## src/rtl/gru_pkg.sv

```systemverilog
// Shared GRU definitions: Q4.12 word geometry, fixed-point constants and the
// pre-activation MAC state encoding.
package gru_pkg;

  localparam int GRU_N  = 16;
  localparam int GRU_Q  = 12;
  localparam int GRU_AW = 10;

  localparam logic [GRU_N-1:0] ONE = 16'h1000;
  localparam logic [GRU_N-1:0] MAX = 16'h7FFF;
  localparam logic [GRU_N-1:0] MIN = 16'h8000;

  typedef enum logic [1:0] {
    S_IDLE  = 2'd0,
    S_ACCUM = 2'd1,
    S_DONE  = 2'd2
  } state_t;

endpackage : gru_pkg

```

## src/rtl/gate_preact_mac_qsat.sv

```systemverilog
// Rescales a wide Q.2Q accumulator to Q, adds the gate bias and clamps the sum
// to the signed N-bit range, flagging when the clamp engaged.
module qsat #(
  parameter int N    = gru_pkg::GRU_N,
  parameter int Q    = gru_pkg::GRU_Q,
  parameter int ACCW = 2 * gru_pkg::GRU_N + 4
) (
  input  logic signed [ACCW-1:0] i_acc,
  input  logic signed [N-1:0]    i_bias,
  output logic        [N-1:0]    o_result,
  output logic                   o_sat
);

  localparam logic signed [ACCW-1:0] LIM_MAX =
    signed'({{(ACCW-N+1){1'b0}}, {(N-1){1'b1}}});
  localparam logic signed [ACCW-1:0] LIM_MIN =
    signed'({{(ACCW-N+1){1'b1}}, {(N-1){1'b0}}});

  logic signed [ACCW-1:0] w_shifted;
  logic signed [ACCW-1:0] w_bias_ext;
  logic signed [ACCW-1:0] w_sum;

  // Arithmetic shift floors toward minus infinity; the sum cannot wrap because
  // the shifted value leaves Q bits of headroom in ACCW.
  assign w_shifted  = i_acc >>> Q;
  assign w_bias_ext = {{(ACCW-N){i_bias[N-1]}}, i_bias};
  assign w_sum      = w_shifted + w_bias_ext;

  // NOTE: every output of a combinational block gets a default first, so no
  // path through the branches can infer a latch.
  always_comb begin
    o_result = w_sum[N-1:0];
    o_sat    = 1'b0;
    if (w_sum > LIM_MAX) begin
      o_result = LIM_MAX[N-1:0];
      o_sat    = 1'b1;
    end else if (w_sum < LIM_MIN) begin
      o_result = LIM_MIN[N-1:0];
      o_sat    = 1'b1;
    end
  end

endmodule : qsat

```

## src/rtl/gate_preact_mac.sv

```systemverilog
// GRU gate pre-activation: accumulates LEN x*w products, rescales, adds bias,
// saturates and presents the result plus its sigmoid/tanh LUT index.
module gate_preact_mac
  import gru_pkg::*;
#(
  parameter int N   = GRU_N,
  parameter int Q   = GRU_Q,
  parameter int AW  = GRU_AW,
  parameter int LEN = 8
) (
  input  logic          clk,
  input  logic          rst,
  input  logic          start,
  input  logic [N-1:0]  bias,
  input  logic          in_valid,
  output logic          in_ready,
  input  logic [N-1:0]  x_data,
  input  logic [N-1:0]  w_data,
  output logic          out_valid,
  input  logic          out_ready,
  output logic [N-1:0]  preact,
  output logic [AW-1:0] lut_addr,
  output logic          sat,
  output logic          busy
);

  localparam int CNTW = $clog2(LEN + 1);
  localparam int ACCW = 2 * N + $clog2(LEN) + 1;
  localparam logic [CNTW-1:0] LAST_CNT = CNTW'(LEN - 1);

  state_t                 r_state;
  state_t                 w_state_next;
  logic signed [ACCW-1:0] r_acc;
  logic        [CNTW-1:0] r_cnt;
  logic signed [N-1:0]    r_bias;
  logic        [N-1:0]    r_preact;
  logic                   r_sat;

  logic signed [N-1:0]    w_x;
  logic signed [N-1:0]    w_w;
  logic signed [2*N-1:0]  w_prod;
  logic signed [ACCW-1:0] w_acc_next;
  logic                   w_beat;
  logic                   w_last;
  logic        [N-1:0]    w_result;
  logic                   w_sat;

  assign w_x        = signed'(x_data);
  assign w_w        = signed'(w_data);
  assign w_prod     = w_x * w_w;
  assign w_acc_next = r_acc + {{(ACCW-2*N){w_prod[2*N-1]}}, w_prod};
  assign w_beat     = in_valid && (r_state == S_ACCUM);
  assign w_last     = w_beat && (r_cnt == LAST_CNT);

  // The final beat's product is folded in combinationally so the registered
  // result is ready the cycle DONE is entered.
  qsat #(
    .N    (N),
    .Q    (Q),
    .ACCW (ACCW)
  ) u_qsat (
    .i_acc    (w_acc_next),
    .i_bias   (r_bias),
    .o_result (w_result),
    .o_sat    (w_sat)
  );

  always_comb begin
    w_state_next = r_state;
    case (r_state)
      S_IDLE:  if (start)     w_state_next = S_ACCUM;
      S_ACCUM: if (w_last)    w_state_next = S_DONE;
      S_DONE:  if (out_ready) w_state_next = S_IDLE;
      default:                w_state_next = S_IDLE;
    endcase
  end

  // NOTE: sequential state uses non-blocking assignments so every register
  // samples pre-edge values regardless of statement order.
  always_ff @(posedge clk or posedge rst) begin
    if (rst) begin
      r_state <= S_IDLE;
    end else begin
      r_state <= w_state_next;
    end
  end

  always_ff @(posedge clk or posedge rst) begin
    if (rst) begin
      r_acc    <= '0;
      r_cnt    <= '0;
      r_bias   <= '0;
      r_preact <= '0;
      r_sat    <= 1'b0;
    end else begin
      if ((r_state == S_IDLE) && start) begin
        r_bias <= signed'(bias);
        r_acc  <= '0;
        r_cnt  <= '0;
      end else if (w_beat) begin
        r_acc <= w_acc_next;
        r_cnt <= r_cnt + 1'b1;
        if (w_last) begin
          r_preact <= w_result;
          r_sat    <= w_sat;
        end
      end
    end
  end

  assign in_ready  = (r_state == S_ACCUM);
  assign out_valid = (r_state == S_DONE);
  assign busy      = (r_state != S_IDLE);
  assign preact    = r_preact;
  assign lut_addr  = r_preact[N-1:N-AW];
  assign sat       = r_sat;

endmodule : gate_preact_mac

```

## config.mk

```make
export PLATFORM = sky130hd
export DESIGN_NAME = gate_preact_mac
export DESIGN_NICKNAME = d
export VERILOG_FILES = /design/src/rtl/gru_pkg.sv /design/src/rtl/gate_preact_mac_qsat.sv /design/src/rtl/gate_preact_mac.sv
export SDC_FILE = /design/constraint.sdc
export NUM_CORES = 1
export LEC_CHECK = 0
export BUFFER_PORTS_ARGS = -buffer_cell sky130_fd_sc_hd__clkbuf_2
export CAP_MARGIN = 20
export CORE_UTILIZATION = 45
export CTS_BUF_LIST = sky130_fd_sc_hd__clkbuf_4 sky130_fd_sc_hd__clkbuf_8 sky130_fd_sc_hd__clkbuf_16
export CTS_CLUSTER_DIAMETER = 60
export DETAILED_ROUTE_END_ITERATION = 10
export PLACE_DENSITY = 0.62
export SLEW_MARGIN = 10
export SYNTH_ARGS = -nofsm -noshare
export SYNTH_HDL_FRONTEND = slang
export SYNTH_SLANG_ARGS = --single-unit
```

## constraint.sdc

```tcl
create_clock -name clk -period 4.8 [get_ports clk]
set_clock_uncertainty 0.15 [all_clocks]
set_input_delay 0 -clock clk [delete_from_list [all_inputs] [get_ports clk]]
set_output_delay 0 -clock clk [all_outputs]
set_load 0.005 [all_outputs]
```

==> results.md, run 1 <==
- The flow ran to the end, but the final reports show violations.
- The checks that failed: setup timing.
- The mapped cell area is 16200 um2.
- Along the worst hold path, the cell count comes to 5.
- The via count of the first global-routing pass is 14800.
- The synthesized area per cell is 9.01 um2.
- In this run the tightest slew margin relative to its limit is 0.482.
- Of all cell types, the one taking the most synthesized area is sky130_fd_sc_hd__fa_1.
- The first global-routing pass estimated 71.0 mm of wire.
- In the final layout, the share of cells above drive strength 1 is 0.353.
- The achievable frequency is 107 MHz.
- The first routing iteration left 598 violations.
- The floorplan step set the die height to 191 um.
- Data arrives at the worst endpoint at 9.40 ns.
- Before CTS, the worst setup slack after placement is -5.51 ns.
- The number of iterations in the first detailed-routing pass is 5.
- In the synthesized netlist, the number of instances is 1794.
- The final weighted congestion in routability-driven placement is 0.904.
- The area share of the leading cell type in the synthesized netlist is 0.327.
- The worst-case reg-to-reg path depth is 26.
- The worst setup path is launched from a primary input.
- The share of synthesized flip-flops with an asynchronous set or reset is 1.00.
- The number of enable flip-flop cells after synthesis is 0.
- Setup repair after global routing could not meet its margin everywhere.
- After clock tree synthesis, the clock-pin slew on the worst setup and hold paths is 0.06 ns.
- The width of the die is 191 um.
- Once detailed placement completed, the half-perimeter wirelength came to 34.0 mm.
- On the critical path, the stage with the largest delay is an instance of sky130_fd_sc_hd__fa_2.
- The die covers 36700 um2.
- Port buffering added 82 buffers.
- The total negative slack is -120.91 ns.
- Counting flops and latches in the post-synthesis netlist gives 75.
- 83 I/O pins were placed.
- Relative to the synthesized area, the layout overhead comes to 38.6%.
- The share of the yosys chip area belonging to registers is 0.116.
- After global routing the overflow that remains totals 0.
- The number of pins with negative max-slew slack in the final report was 0.
- The antenna diode count is 0.
- The count of clock tree sinks is 75.
- The number of buffers created by CTS is 9.
- The count of max-cap constraint violations is 0.
- After floorplanning, the core was divided into 69 placement rows.
- Of the available clock period, the critical path in the final layout requires 1.95.
- The net count of the mapped netlist is 2257.
- The cell that appears most often on the critical path is sky130_fd_sc_hd__inv_2.
- The startpoint identified for the worst register-to-register timing path is r_acc[0]$_DFFE_PP0P_.
- After detailed routing, the number of remaining DRC violations is 0.
- TritonCTS built the clock tree.
- The worst hold path belongs to the class in2reg.
- The Yosys warning count is 0.
- The number of library cell types mapped by synthesis is 79.
- The category of the most critical setup path is in2reg.
- The largest net degree at the start of global routing is 52.
- The count of nets left with antenna violations once routing finished came out at 0.
- The number of endpoints with negative hold slack in the final report is 0.
- The element type at the critical path end is a flip-flop.
- The clock root buffer is sky130_fd_sc_hd__clkbuf_16.
- For this run, the leading register cell type out of synthesis is sky130_fd_sc_hd__dfrtp_1.
- The final wirelength is 42.9 mm.
- The worst path in the final design needs a cycle of 9.34 ns, including I/O delays and setup.
- At the later pin of the worst-skew pair, clock insertion delay measures 0.36 ns.
- After detailed routing, the number of vias per cell comes to 5.13.
- After synthesis, the cell types taking the most area are sky130_fd_sc_hd__fa_1, sky130_fd_sc_hd__dfrtp_1, sky130_fd_sc_hd__ha_1.
- The startpoint identified for the worst hold timing path is start.
- Along the worst path, the maximum fanout reaches 8.
- The critical path starts at w_data[5].
- The H-tree level count is 3.
- The wire length per cell is 15.7 um.
- On the worst path, the slowest cell contributes a delay of 0.57 ns.
- The actual transition at the worst max-transition pin is 0.775 ns.
- STA puts the critical path data required time at 4.87 ns.
- Setup violations remaining at the end of the flow were counted as 44.
- The initial antenna violation count is 0.
- The area inside the core boundary is 35500 um2.
- The total via count after detailed routing is 14000.
- The clock tree buffer depth is 2.
- Across every metal layer, demand over resource in global routing totals 0.241.
- The worst setup slack after layout is -4.54 ns.
- The worst hold margin is 0.0631 ns.
- The number of nets in the final layout is 2723.
- The starting density of the core is 0.455.
-- cells in the mapped netlist, drive strengths merged, types with 4 or more instances --
library cell and number:
ha 146, and2 118, mux2i 4, inv 345
fa 264, o311ai 12, nand3 16, o21a 13
a31oi 8, or2 8, nor3 15, nand4 10
nand2 202, xnor2 60, nor2b 9, a21o 29
o31ai 6, nor2 70, nor3b 4, mux2 16
a22o 24, o21bai 13, a211oi 9, nand2b 11
a311oi 4, o211ai 13, a21oi 81, o21ba 4
buf 14, and3 4, xor2 28, o21ai 62
or3 4, dfrtp 75, clkbuf 52
-- layout make-up --
type | count | area (um2)
well taps | 461 | 577
multi-input cells | 1309 | 14100
repair buffers | 520 | 4260
inverters | 345 | 1300
clock inverters | 6 | 71.3
fillers | 2882 | 13100
flip-flops and latches | 75 | 1880
clock buffers | 10 | 239
-- layer usage --
layer	share of wire	GRT usage	up-vias
li1	-	-	6645
met1	0.42	0.310	7008
met2	0.52	0.429	235
met3	0.028	0.0252	84
met4	0.024	0.0638	0
met5	0	0	-
-- repair_timing --
action,in CTS,in global routing
hold buffers,18,1
endpoints found under the setup margin,45,45
buffers inserted,39,34
pin swaps,161,104
endpoints found under the hold margin,67,10
cloned,3,2
resized for setup,236,117
-- registers in the layout, summed over array words and instances, names as in the netlist --
name,cells
preact,16
r_acc,36
r_bias,16
r_cnt,4
r_state,2
sat,1
-- kinds of logic (layout without fill, tap and decap cells) --
| group | count (synthesis) | count (layout) | share of synthesized area |
|---|---|---|---|
| adders and majority gates | 410 | 410 | 0.440 |
| AOI/OAI and AO/OA | 306 | 306 | 0.136 |
| xor gates and xnor gates | 88 | 88 | 0.0482 |
| DFF | 75 | 75 | 0.116 |
| and+or+nand+nor | 484 | 485 | 0.147 |
| muxes | 20 | 20 | 0.0136 |
| buffers and inverters | 411 | 881 | 0.0993 |
-- per-stage QoR --
step / cell area [um2] / cells / util
6_report: 22400 / 2726 / 0.631
5_1_grt: 22400 / 2726 / 0.631
4_1_cts: 21600 / 2700 / 0.610
3_5_place_dp: 19800 / 2633 / 0.557
3_3_place_gp: 19800 / 2633 / 0.557
2_1_floorplan: 16400 / 1794 / -
-- worst paths after layout --
path                                         end  slack (ns)
setup / recovery           preact[6]$_DFFE_PP0P_       -4.54
hold / removal              r_cnt[3]$_DFFE_PP0P_        0.06
setup reg to reg           preact[6]$_DFFE_PP0P_       -0.95
hold reg to reg             r_acc[5]$_DFFE_PP0P_        0.35
max in group asynchronous  r_bias[5]$_DFFE_PP0P_        3.05
min in group asynchronous   r_acc[0]$_DFFE_PP0P_        0.50
-- critical path, delay by kind of cell --
family	cells	cell delay, ns
simple gates	8	1.53
compound gates	17	3.02
buf+inv	6	0.45
fa+ha+maj	9	3.87
xor+xnor	3	0.51
-- cells in the final DEF, fill, tap and decap left out, types with 25 or more instances in the layout --
| cell | count |
|---|---|
| sky130_fd_sc_hd__a21o_1 | 29 |
| sky130_fd_sc_hd__a21oi_1 | 47 |
| sky130_fd_sc_hd__and2_1 | 97 |
| sky130_fd_sc_hd__buf_4 | 366 |
| sky130_fd_sc_hd__buf_6 | 48 |
| sky130_fd_sc_hd__clkbuf_2 | 60 |
| sky130_fd_sc_hd__dfrtp_1 | 75 |
| sky130_fd_sc_hd__fa_1 | 249 |
| sky130_fd_sc_hd__ha_1 | 115 |
| sky130_fd_sc_hd__ha_4 | 25 |
| sky130_fd_sc_hd__inv_1 | 317 |
| sky130_fd_sc_hd__nand2_1 | 190 |
| sky130_fd_sc_hd__nor2_1 | 49 |
| sky130_fd_sc_hd__o21ai_0 | 32 |
| sky130_fd_sc_hd__xnor2_1 | 40 |
Power of run 1 is not shown: default switching activity piles up to over one toggle a cycle in this logic, so the estimate is an artifact.
==> run 2, diff against run 1 <==
--- a/config.mk
+++ b/config.mk
@@ -5,6 +5,7 @@
 export SDC_FILE = /design/constraint.sdc
 export NUM_CORES = 1
 export LEC_CHECK = 0
+export ABC_AREA = 1
 export BUFFER_PORTS_ARGS = -buffer_cell sky130_fd_sc_hd__clkbuf_2
 export CAP_MARGIN = 20
 export CORE_UTILIZATION = 45
==> results.md, run 2 <==
- For this run, the number of Yosys warnings is 0.
- STA classifies the critical path endpoint as a flip-flop.
- The cell with the largest stage delay on the worst path is sky130_fd_sc_hd__fa_1.
- The checks that failed: setup timing.
- Compared with the post-synthesis result, the final layout area differs by 53.3%.
- The commonest cells after synthesis are sky130_fd_sc_hd__nand2_1, sky130_fd_sc_hd__inv_1, sky130_fd_sc_hd__fa_1, sky130_fd_sc_hd__ha_1, sky130_fd_sc_hd__nor2_1.
- In the post-synthesis netlist, the cell with the most instances is sky130_fd_sc_hd__nand2_1.
- The clock root buffer is sky130_fd_sc_hd__clkbuf_16.
- The width of the die is 199 um.
- The wire length of the first global-routing pass is 88.1 mm.
- The final wirelength is 55.6 mm.
- The worst setup path is launched from a primary input.
- The run finished, with violations left.
- The via count of the first global-routing pass is 18200.
- In the routed layout, each cell is associated on average with a via count of 4.97.
- The cell area that synthesis handed to floorplanning was 17400 um2.
- The number of clock buffers added by TritonCTS is 9.
- Detailed placement finished with a half-perimeter wire length of 41.5 mm.
- The path class of the tightest hold or removal check is in2async.
- The achievable frequency is 119 MHz.
- The worst setup slack after layout is -3.58 ns.
- The data arrival at the endpoint of the critical path is 8.48 ns.
- At the later pin of the worst-skew pair, clock insertion delay measures 0.36 ns.
- Dividing the detail-routed wire length by the instance count gives 15.9 um.
- The final cell utilization of the core is 0.706.
- The starting density of the core is 0.460.
- The number of iterations in the first detailed-routing pass is 5.
- Dividing the final minimum period by the clock period gives 1.75.
- The top cell types in the final layout, fill and taps aside, are sky130_fd_sc_hd__nand2_1, sky130_fd_sc_hd__inv_1, sky130_fd_sc_hd__buf_4, sky130_fd_sc_hd__fa_1, sky130_fd_sc_hd__nand2_2.
- The number of library cell types mapped by synthesis is 51.
- The area share of the leading cell type in the synthesized netlist is 0.303.
- The net count of the mapped netlist is 2895.
- The overall fraction of global-route tracks in use is 0.281.
- Max-cap violations in this run came to 0.
- The CTS tree is built.
- The number of endpoints with negative hold slack in the final report is 0.
- Of all cell types, the one taking the most synthesized area is sky130_fd_sc_hd__fa_1.
- For the pin with the worst max-slew slack, the measured transition is 1.10 ns.
- The number of buffers and inverters on the critical path is 16.
- The count of nets left with antenna violations once routing finished came out at 0.
- OpenSTA, run right after detailed placement, puts the worst setup slack at -4.41 ns.
- The antenna diode count is 0.
- The initial antenna violation count is 0.
- By area the synthesized netlist is led by sky130_fd_sc_hd__fa_1, sky130_fd_sc_hd__nand2_1, sky130_fd_sc_hd__inv_1.
- The register with the most flip-flops is r_acc.
- Setup repair after global routing could not meet its margin everywhere.
- The largest net degree at the start of global routing is 76.
- The number of pins with negative max-slew slack in the final report was 0.
- Synthesis produced a netlist whose cell count is 2432.
- The I/O pin total is 83.
- The worst pin sits at a relative slew slack of 0.260.
- The detailed router finished its first iteration with 870 violations.
- The remaining global-route overflow is 0.
- The net count of the finished layout is 3438.
- Detailed routing inserted a total of 17400 vias.
- After detailed routing, the number of remaining DRC violations is 0.
- The count of standard-cell rows is 71.
- The clock net in this run drives a total of 75 sinks.
- Leaving out fill and tap cells, the most frequent cell in the layout is sky130_fd_sc_hd__nand2_1.
- The share of the Yosys chip area taken by registers is 0.108.
- The layout cell share with drive strength beyond 1 is 0.402.
- The clock slew at the register clock pins of the worst setup and hold paths is 0.07 ns.
- The number of buffer cells added on primary ports is 82.
- In this run the worst path has a maximum fanout of 7.
- Counting flops with a built-in enable in the synthesized netlist gives 0.
- The synthesized area per cell is 7.16 um2.
- CTS built an H-tree with a depth of 3.
- The register with the most flip-flops in the layout has 36 of them.
- The post-route minimum period is 8.38 ns.
- The longest clock path from root to sink contains 2 buffers.
- The final count of negative-setup-slack endpoints is 44.
- For this run, the slowest stage of the critical path takes 0.51 ns.
- The vertical die dimension is 199 um.
- The share of synthesized flip-flops with an asynchronous set or reset is 1.00.
- The critical path data required time is 4.89 ns.
- The total die area is 39500 um2.
- The worst hold margin is 0.152 ns.
- The most common flop cell mapped by yosys is sky130_fd_sc_hd__dfrtp_1.
- The post-synthesis sequential element count is 75.
- The setup path with the least slack is of type in2reg.
- The congestion estimate from routability-driven global placement came to 0.903.
- The dominant delay contributor by cell family on the critical path is adder cells.
- The area inside the core boundary is 37800 um2.
## run 2: cells by family after synthesis
kind of cell | after synthesis | synth area share
DFF | 75 | 0.108
adders and majority gates | 410 | 0.408
buffers and inverters | 691 | 0.152
xor gates and xnor gates | 66 | 0.0332
and+or+nand+nor | 981 | 0.229
AOI/OAI and AO/OA | 209 | 0.0693
## run 2: layer usage
layer	wire, um	global-route usage
met5	0	0
met3	2410	0.0354
met1	23400	0.359
met2	28200	0.499
met4	1630	0.0772
## run 2: area by class of cell
| type | instances | area [um2] |
|---|---|---|
| clock buffer | 9 | 225 |
| clock inverter | 7 | 77.6 |
| fill | 2888 | 11100 |
| inverter | 608 | 2310 |
| multi-input combinational | 1668 | 16300 |
| sequential | 75 | 1880 |
| tap | 511 | 639 |
| timing repair buffer | 613 | 5320 |
## run 2: stage by stage
stage,TNS [ns],cell area [um2],instances
floorplan,-86.03,18400,2432
global placement,-128.35,21800,3337
detailed placement,-131.06,21800,3337
CTS,-90.92,25100,3439
global route,-112.04,26700,3491
finish,-99.34,26700,3491
## run 2: path summary, 6_finish.rpt
kind,slack (ns),end,from,cells past startpoint
worst max-delay path,-3.58,preact[15]$_DFFE_PP0P_,x_data[5],52
worst min-delay path,0.15,r_acc[12]$_DFFE_PP0P_,rst,4
worst max register to register,-0.03,preact[4]$_DFFE_PP0P_,r_acc[0]$_DFFE_PP0P_,34
worst min register to register,0.34,preact[1]$_DFFE_PP0P_,preact[1]$_DFFE_PP0P_,2
max in group asynchronous,3.74,r_bias[10]$_DFFE_PP0P_,rst,5
min in group clk,0.22,r_state[1]$_DFFE_PP0P_,out_ready,3
## run 2: tightest hold or removal path, cell delays in order
cell                            delay [ns]
sky130_fd_sc_hd__dlygate4sd3_1        0.53
sky130_fd_sc_hd__clkbuf_2             0.11
sky130_fd_sc_hd__clkinv_2             0.04
sky130_fd_sc_hd__buf_4                0.42
## run 2: repair_timing
| action | 4_1_cts | 5_1_grt |
|---|---|---|
| hold endpoints to repair | 92 | 0 |
| gates resized for setup | 509 | 278 |
| setup buffers | 71 | 52 |
| gates cloned | 4 | 1 |
| pin swaps | 233 | 209 |
| endpoints found under the setup margin | 46 | 46 |
| hold buffers | 18 | 0 |
Power of run 2 is left out for the same reason.
